`src/rtl/mod_updown_counter.sv`:
```
// -----------------------------------------------------------------------------
// mod_updown_counter
//   General counting primitive: up / down / bidirectional counter with a
//   runtime modulus, fixed step, wrap or saturate policy, cascade carry and a
//   sticky overflow flag. Chaining stage N carry_out into stage N+1 carry_in
//   builds multi-digit counters.
//
// Parameters
//   NUM_BITS  : counter width
//   DIR       : "up", "down" or "bidir"
//   WRAP_MODE : "wrap" (modulo modulus+1) or "sat" (clamp at boundary)
//   STEP      : increment/decrement per enabled cycle (1..2^NUM_BITS-1)
//
// Ports
//   clk        : clock, rising edge
//   reset_n    : asynchronous active-low reset
//   s          : 00 hold, 10/01 count (direction per DIR), 11 load
//   carry_in   : count enable / cascade carry
//   modulus    : terminal value, legal range 0..modulus
//   dat_in     : parallel load value (clamped to modulus)
//   clr_ovf    : synchronous clear of ovf
//   result     : registered count
//   carry_out  : combinational boundary-crossing indication
//   ovf        : sticky crossing flag
// -----------------------------------------------------------------------------
module mod_updown_counter #(
  parameter int unsigned NUM_BITS  = 8,
  parameter string       DIR       = "bidir",
  parameter string       WRAP_MODE = "wrap",
  parameter int unsigned STEP      = 1
) (
  input  logic                clk,
  input  logic                reset_n,
  input  logic [1:0]          s,
  input  logic                carry_in,
  input  logic [NUM_BITS-1:0] modulus,
  input  logic [NUM_BITS-1:0] dat_in,
  input  logic                clr_ovf,
  output logic [NUM_BITS-1:0] result,
  output logic                carry_out,
  output logic                ovf
);

  // One extra bit so result+STEP and modulus+1 never truncate; the down-wrap
  // path needs a further sign bit because result+modulus+1-STEP may go negative.
  localparam int XW = NUM_BITS + 1;
  localparam int SW = NUM_BITS + 2;

  localparam logic [XW-1:0] STEP_X = XW'(STEP);
  localparam bit DIR_UP_ONLY = (DIR == "up");
  localparam bit DIR_DN_ONLY = (DIR == "down");
  localparam bit SAT         = (WRAP_MODE == "sat");

  logic [NUM_BITS-1:0] r_count;
  logic                r_ovf;

  logic                w_cnt_evt;
  logic                w_dir_up;
  logic                w_oor;
  logic [XW-1:0]       w_cur_x;
  logic [XW-1:0]       w_mod_x;
  logic [XW-1:0]       w_sum_x;
  logic                w_cross_up;
  logic                w_cross_dn;
  logic [NUM_BITS-1:0] w_next;
  logic [NUM_BITS-1:0] w_load_val;

  // Next value for an up count event.
  function automatic logic [NUM_BITS-1:0] f_up_next(input logic [XW-1:0] cur,
                                                    input logic [XW-1:0] mod);
    logic [XW-1:0] m1;
    logic [XW-1:0] sum;
    logic [XW-1:0] t;
    m1  = mod + XW'(1);
    sum = cur + STEP_X;
    if (cur > mod) begin
      t = SAT ? mod : '0;
    end else if (sum <= mod) begin
      t = sum;
    end else if (SAT) begin
      t = mod;
    end else begin
      // sum > mod here, so sum - m1 cannot underflow. A step larger than the
      // range needs one more reduction, and anything left over is clamped.
      t = sum - m1;
      if (t > mod) t = t - m1;
      if (t > mod) t = mod;
    end
    return t[NUM_BITS-1:0];
  endfunction

  // Next value for a down count event.
  function automatic logic [NUM_BITS-1:0] f_dn_next(input logic [XW-1:0] cur,
                                                    input logic [XW-1:0] mod);
    logic signed [SW-1:0] m1s;
    logic signed [SW-1:0] t;
    if (cur > mod) begin
      t = $signed({1'b0, mod});
    end else if (cur >= STEP_X) begin
      t = $signed({1'b0, cur}) - $signed({1'b0, STEP_X});
    end else if (SAT) begin
      t = '0;
    end else begin
      // Mirror of the up-wrap reduction: add the range back once more when a
      // large step overshoots below zero, then floor at zero.
      m1s = $signed({1'b0, mod}) + SW'(1);
      t   = $signed({1'b0, cur}) + m1s - $signed({1'b0, STEP_X});
      if (t < 0) t = t + m1s;
      if (t < 0) t = '0;
    end
    return t[NUM_BITS-1:0];
  endfunction

  always_comb begin
    w_cnt_evt  = carry_in & ((s == 2'b10) | (s == 2'b01));
    w_dir_up   = DIR_UP_ONLY ? 1'b1 : (DIR_DN_ONLY ? 1'b0 : (s == 2'b10));
    w_cur_x    = {1'b0, r_count};
    w_mod_x    = {1'b0, modulus};
    w_sum_x    = w_cur_x + STEP_X;
    w_oor      = (r_count > modulus);
    w_cross_up = w_oor | (w_sum_x > w_mod_x);
    w_cross_dn = w_oor | (w_cur_x < STEP_X);
    w_next     = w_dir_up ? f_up_next(w_cur_x, w_mod_x) : f_dn_next(w_cur_x, w_mod_x);
    w_load_val = (dat_in > modulus) ? modulus : dat_in;
    carry_out  = w_cnt_evt & (w_dir_up ? w_cross_up : w_cross_dn);
  end

  always_ff @(posedge clk or negedge reset_n) begin
    if (!reset_n) begin
      r_count <= '0;
      r_ovf   <= 1'b0;
    end else begin
      if (s == 2'b11) begin
        r_count <= w_load_val;
      end else if (w_cnt_evt) begin
        r_count <= w_next;
      end
      // A crossing in the same cycle as a clear keeps the flag set.
      if (carry_out) begin
        r_ovf <= 1'b1;
      end else if (clr_ovf) begin
        r_ovf <= 1'b0;
      end
    end
  end

  assign result = r_count;
  assign ovf    = r_ovf;

endmodule

```
`config.mk`:
```
export PLATFORM = sky130hd
export DESIGN_NAME = mod_updown_counter
export DESIGN_NICKNAME = d
export VERILOG_FILES = /design/src/rtl/mod_updown_counter.sv
export SDC_FILE = /design/constraint.sdc
export NUM_CORES = 1
export LEC_CHECK = 0
export CORE_UTILIZATION = 45
export DETAILED_ROUTE_END_ITERATION = 8
export SYNTH_ARGS = -nofsm -noshare
export SYNTH_HDL_FRONTEND = slang
export SYNTH_SLANG_ARGS = --single-unit
```
`constraint.sdc`:
```
create_clock -name clk -period 7 [get_ports clk]
set_input_delay 1.05 -clock clk [delete_from_list [all_inputs] [get_ports clk]]
set_output_delay 1.05 -clock clk [all_outputs]
set_load 0.05 [all_outputs]
```
# --- After elaboration in Yosys (flattened, before gate mapping) ---
# Index checks and enable logic that the tools add are counted.
classes:
  n_addsub: 9
  n_lt_le_gt_ge: 11
  eq_ne: 3
  n_mux: 19
  bitwise_logic: 5
  reduce_logical: 2
op_table:
  columns: ["operator", "n"]
  rows:
  - ["$mux 8", 10]
  - ["$mux 10", 3]
  - ["$add 8x1->9 const B", 3]
  - ["$gt 9x8->1", 3]
  - ["$mux 9", 3]
  - ["$gt 8x8->1", 3]
  - ["$lt 10x1->1 const B", 2]
  - ["$sub 9x9->9", 2]
  - ["$add 10x10->10", 1]
  - ["$add 8x9->10", 1]
  - ["$sub 10x2->10 const B", 1]
  - ["$le 9x8->1", 1]
  - ["$ge 8x1->1 const B", 1]
  - ["$lt 8x1->1 const B", 1]
  - ["$sub 8x1->8 const B", 1]
  - ["$eq 2x2->1 const B", 2]
  - ["$reduce_bool 2->1", 2]
  - ["$mux 1", 3]
  - ["$or 1x1->1", 3]
  - ["$and 1x1->1", 2]
  - ["$eq 2x1->1 const B", 1]
totals:
  reg_bits: 9
  inputBits: 22
  output_inout_bits: 10
  elab_cells: 51

# --- Logic depth before layout (Yosys ltp) ---
logic_depth:
  word_depth: 14
  mapped_depth: 31
  ltp_nobuf: 29

# --- Worst setup path before layout ---
# No wires, ideal clock.
synth_path:
  kind: "in2reg"
  start: "in modulus[0]"
  end: "reg r_count[0], in the netlist result[0]"
  setup_time_ns: 0.095
  arrival_time_ns: 6.838
  required_ns: 6.905
  path_slack_ns: 0.067
  stages: 30
  n_path_buf: 1
  path_cell_list: "ha_1 -> xnor2_1 -> ha_1 -> nand2_1 -> o21ai_4 -> o21ai_1 -> a31o_2 -> maj3_1 -> o21bai_1 -> xor2_1 -> ha_1 -> nand4_1 -> nor4_1 -> a21oi_1 -> nor2_1 -> clkbuf_1 -> nor2_1 -> a21oi_1 -> ha_1 -> nor2b_1 -> o21a_1 -> o21a_1 -> o21ai_0 -> nand2b_1 -> a21oi_1 -> o21ai_0 -> and3_4 -> a2111oi_4 -> a21oi_1 -> o31ai_1"
synth_via:
  elab_chain_len: 14
  elab_cells_between_ends: 30
synth_rtl:
  columns: ["element", "line", "rtl"]
  rows:
  - ["start: declaration", "36", "input logic [NUM_BITS-1:0] modulus,"]
  - ["$add 8x1->9", "74, 106", null]
  - ["$add 8x9->10", "107", "t = $signed({1'b0, cur}) + m1s - $signed({1'b0, STEP_X});"]
  - ["$sub 10x2->10", "107", null]
  - ["$add 10x10->10 / $lt 10x1->1 (equally long branches)", "108", "if (t < 0) t = t + m1s;"]
  - ["$mux 10", "108", null]
  - ["$mux 10", "99", "end else if (cur >= STEP_X) begin"]
  - ["$mux 10", "97", "if (cur > mod) begin"]
  - ["$lt 10x1->1", "109", "if (t < 0) t = '0;"]
  - ["$mux 8", "109", null]
  - ["$mux 8", "99", null]
  - ["$mux 8", "97", null]
  - ["$mux 8", "123", "w_next = w_dir_up ? f_up_next(w_cur_x, w_mod_x) : f_dn_next(w_cur_x, w_mod_x);"]
  - ["$mux 8", "135", "end else if (w_cnt_evt) begin"]
  - ["$mux 8 *", "133", "if (s == 2'b11) begin"]
  - ["end signal: assignment", "134", "r_count <= w_load_val;"]
  - ["end signal: assignment", "136", "r_count <= w_next;"]
  - ["end: declaration", "54", "logic [NUM_BITS-1:0] r_count;"]
# Mark *: on every way between the ends. The rest lies on a longest branch, timed or not. The select of a mux whose other input is x is not followed.
# A chain may end at the register's enable or synchronous reset.

# --- Worst setup path in the final report ---
layout_path:
  start: "in modulus[2]"
  end: "reg r_count[5], in the netlist result[5]"
# The elaborated chain is that of the path after synthesis.

==> reports/results.md <==
| Group | Quantity | Reported |
|:---|:---|:---|
| sta | Worst path setup slack after routing | 0.393 ns |
| setup path | Arrival @ worst endpoint | 6.71 ns |
| synth | Area of the mapped netlist | 4040 sq um |
| cells and area | Diode count | 0 |
| synth | Leading cell types by count after synthesis | sky130_fd_sc_hd__ha_1 (72), sky130_fd_sc_hd__inv_1 (46), sky130_fd_sc_hd__nand2_1 (41), sky130_fd_sc_hd__xnor2_1 (41), sky130_fd_sc_hd__a21oi_1 (39) |
| clock network | TritonCTS buffer count | 3 |
| floorplanning | Floorplan core area | 8720 sq um |
| setup path | Most frequent cell on the critical path | sky130_fd_sc_hd__ha_1 |
| synth | Most numerous cell in the Yosys netlist | sky130_fd_sc_hd__ha_1 |
| clock network | TritonCTS sink count | 9 |
| sta | Worst Clk Skew | 0.00855 ns |
| synth | Proportion of synthesized chip area in sequential cells | 0.0558 |
| clock network | Number of buffers on the longest clock path | 2 |
| sta | Slew HR | 0.385 |
| synth | Predominant post-synthesis flop cell | sky130_fd_sc_hd__dfrtp_1 |
| synth | Share of synthesized flip-flops with an asynchronous set or reset | 1.00 |
| route | Initial DRC count | 217 |
| route | Final routed wirelength across all metal layers | 13.6 mm |
| setup path | Kind of start point of the critical path | primary input |
| outcome | Status | complete, no violations |
| route | Vias per std cell | 5.73 |
| sta | Max Fclk | 151 MHz |
| clock network | Worst skew pair latency | 0.24 ns |
| global route | Pin count of the biggest net entering global routing | 18 |
| sta | Part of the cycle the worst path needs | 0.944 |
| flow run | Count of max-cap constraint violations | 0 |
| place | Worst slack after detailed placement | -0.219 ns |
| cells and area | Fraction of final layout cells sized beyond drive strength 1 | 0.183 |
| synth | Synthesized Nets | 610 |
| synth | Distinct cell type count of the synthesized netlist | 71 |
| route | Remaining routing DRC violations | 0 |
| synth | Share of the synthesized area in the top cell type | 0.223 |
| floorplanning | Full die area | 9350 sq um |
| setup path | Slowest cell delay on critical path | 0.52 ns |
| synth | Number of enable flip-flop cells after synthesis | 0 |
| sta | Count of endpoints failing setup in the final report | 0 |
| place | # port buffers | 31 |
| place | RD Place Congestion | 0.936 |
| cells and area | Final-stage net count | 695 |
| clock network | Clock edge transition at the registers on the reported setup and hold paths | 0.04 ns |
| synth | Number of synthesized register bits | 9 |
| global route | Number of global-route vias before repair | 4138 |
| cells and area | Growth of design area from synthesis to finish | 22.6% |
| route | Overall via count from detail_route | 4034 |
| route | WL/cell | 19.3 microns |
| clock network | Clock tree from TritonCTS | done |
| global route | Total gr overflow | 0 |
| synth | Post-synthesis instance total | 512 |
| floorplanning | Initial standard-cell utilization of the core | 0.463 |
| floorplanning | Die Height | 96.7 microns |
| sta | Final slew viol count | 0 |
| setup path | Critical path's slowest cell | sky130_fd_sc_hd__clkdlybuf4s50_1 |
| sta | Transition time at the pin with the least slew margin | 0.916 ns |
| setup path | Worst setup path class | in2reg |
| place | Total placed cells including tap cells | 699 |
| global route | Number of antenna violations at the first check in global routing | 0 |
| floorplanning | Standard-cell rows | 34 |
| setup path | Data required time at the worst endpoint | 7.10 ns |
| route | Detailed Routing Iterations Pass 1 | 4 |
| hold path | Hold Crit Class | reg2reg |
| setup path | Largest fanout of any net on the critical path | 8 |
| place | Half-perimeter wire length after placement | 11.4 mm |
| sta | RSZ-0062 raised after global routing | no |
| clock network | CTS hold repair buffers | 0 |
| sta | Final Hold Vio Count | 0 |
| setup path | Element type at the critical path end | register |
| synth | Warnings, synthesis | 0 |
| clock network | Maximum level of the CTS H-tree | 1 |
| global route | First-pass GRT wire length | 22.1 mm |
| clock network | Buffer type at the clock tree root | sky130_fd_sc_hd__clkbuf_8 |
| floorplanning | Die X | 96.7 microns |
| synth | Average footprint of a synthesized cell | 7.88 sq um |
| synth | Post-synthesis cell type with the largest combined area | sky130_fd_sc_hd__ha_1 |
| cells and area | Non-filler instance count after layout | 704 |
| sta | Final worst path period need | 6.61 ns |
| floorplanning | Ports placed on the boundary | 32 |
| synth | Area contributors post-synth | sky130_fd_sc_hd__ha_1 (22%), sky130_fd_sc_hd__xnor2_1 (8.9%), sky130_fd_sc_hd__dfrtp_1 (5.6%) |
| route | Residual antenna-violating net count after detailed routing | 0 |
| global route | Overall Global Routing Usage | 0.299 |
==> routing by layer <==
layer  routed length [microns]  track usage  up-vias
met4                       609        0.133        0
met2                      5980        0.477      118
met1                      6470        0.412     1890
li1                          -            -     1990
met5                         0            0        -
met3                       555       0.0231       36
==> final cells by class <==
cell class / instances / area (sq um)
repair buffers: 98 / 822
clock buffers: 4 / 45.0
multi-input cells: 436 / 3540
flip-flops and latches: 9 / 225
fillers: 833 / 3770
well taps: 108 / 135
inverters: 49 / 184
==> final timing paths <==
check | from | to | slack [ns] | depth (start not counted)
max | modulus[2] | result[5]$_DFFE_PN0P_ | 0.39 | 30
min | ovf$_DFFE_PN0P_ | ovf$_DFFE_PN0P_ | 0.48 | 1
max reg2reg | result[0]$_DFFE_PN0P_ | result[5]$_DFFE_PN0P_ | 0.73 | 30
min reg2reg | ovf$_DFFE_PN0P_ | ovf$_DFFE_PN0P_ | 0.48 | 1
max in group asynchronous | reset_n | result[5]$_DFFE_PN0P_ | 5.53 | 1
min in group asynchronous | reset_n | result[3]$_DFFE_PN0P_ | 1.14 | 1
==> logic make-up (layout without fill, tap and decap cells) <==
| kind of cell | after synthesis | count (layout) | share of synthesized area |
|---|---|---|---|
| mux | 22 | 22 | 0.0549 |
| flops | 9 | 9 | 0.0558 |
| xor+xnor | 57 | 57 | 0.147 |
| buf+inv | 67 | 151 | 0.0757 |
| simple gates | 135 | 135 | 0.171 |
| compound gates | 138 | 138 | 0.232 |
| fa+ha+maj | 84 | 84 | 0.263 |
==> worst max-delay path: cells and delay by family <==
family | cells | cell delay [ns]
compound gates | 13 | 2.05
fa+ha+maj | 4 | 1.26
simple gates | 8 | 1.09
buf+inv | 2 | 0.73
xor+xnor | 2 | 0.31
mux | 1 | 0.20
==> registers in the layout, summed over array words and instances (netlist names) <==
register  flops
result        8
ovf           1
==> what timing repair did <==
action	4_1_cts	5_1_grt
buffers inserted	0	1
pin swaps	0	1
gates resized for setup	1	10
setup endpoints to repair	2	8
==> cell usage in the layout, fill, tap and decap left out, drive strengths merged, types with 2 or more instances in the layout <==
cell type and count:
ha 72, o211a 2, dlymetal6s2s 2, maj3 8, or2 2, and2 3
o31ai 7, o21bai 6, buf 67, nor2 33, clkbuf 4, clkdlybuf4s50 29
and3 4, o22ai 2, nor3b 3, o311ai 3, fa 4, o21a 11
a22oi 2, inv 48, o221ai 4, nor2b 8, mux2i 21, nand2 41
xnor2 47, o211ai 5, o21ai 36, a21o 11, nor4 2, dfrtp 9
nand2b 7, a31oi 2, nand3 13, nand4 10, a21oi 39, nor4b 2
nor3 3, xor2 10
==> metrics by stage <==
step	utilization	hold slack [ns]	TNS (ns)	cell area [sq um]
final	0.567	0.475	0	4950
after CTS	0.563	0.482	0	4910
after global routing	0.567	0.504	0	4950
after global placement	0.557	0.465	-0.680	4860
after detailed placement	0.557	0.472	-1.60	4860
after floorplan	-	0.754	0	4040
Power is left out: the tool's default activity adds up to more than one toggle a clock period on the data nets, which glitch-free logic cannot reach.
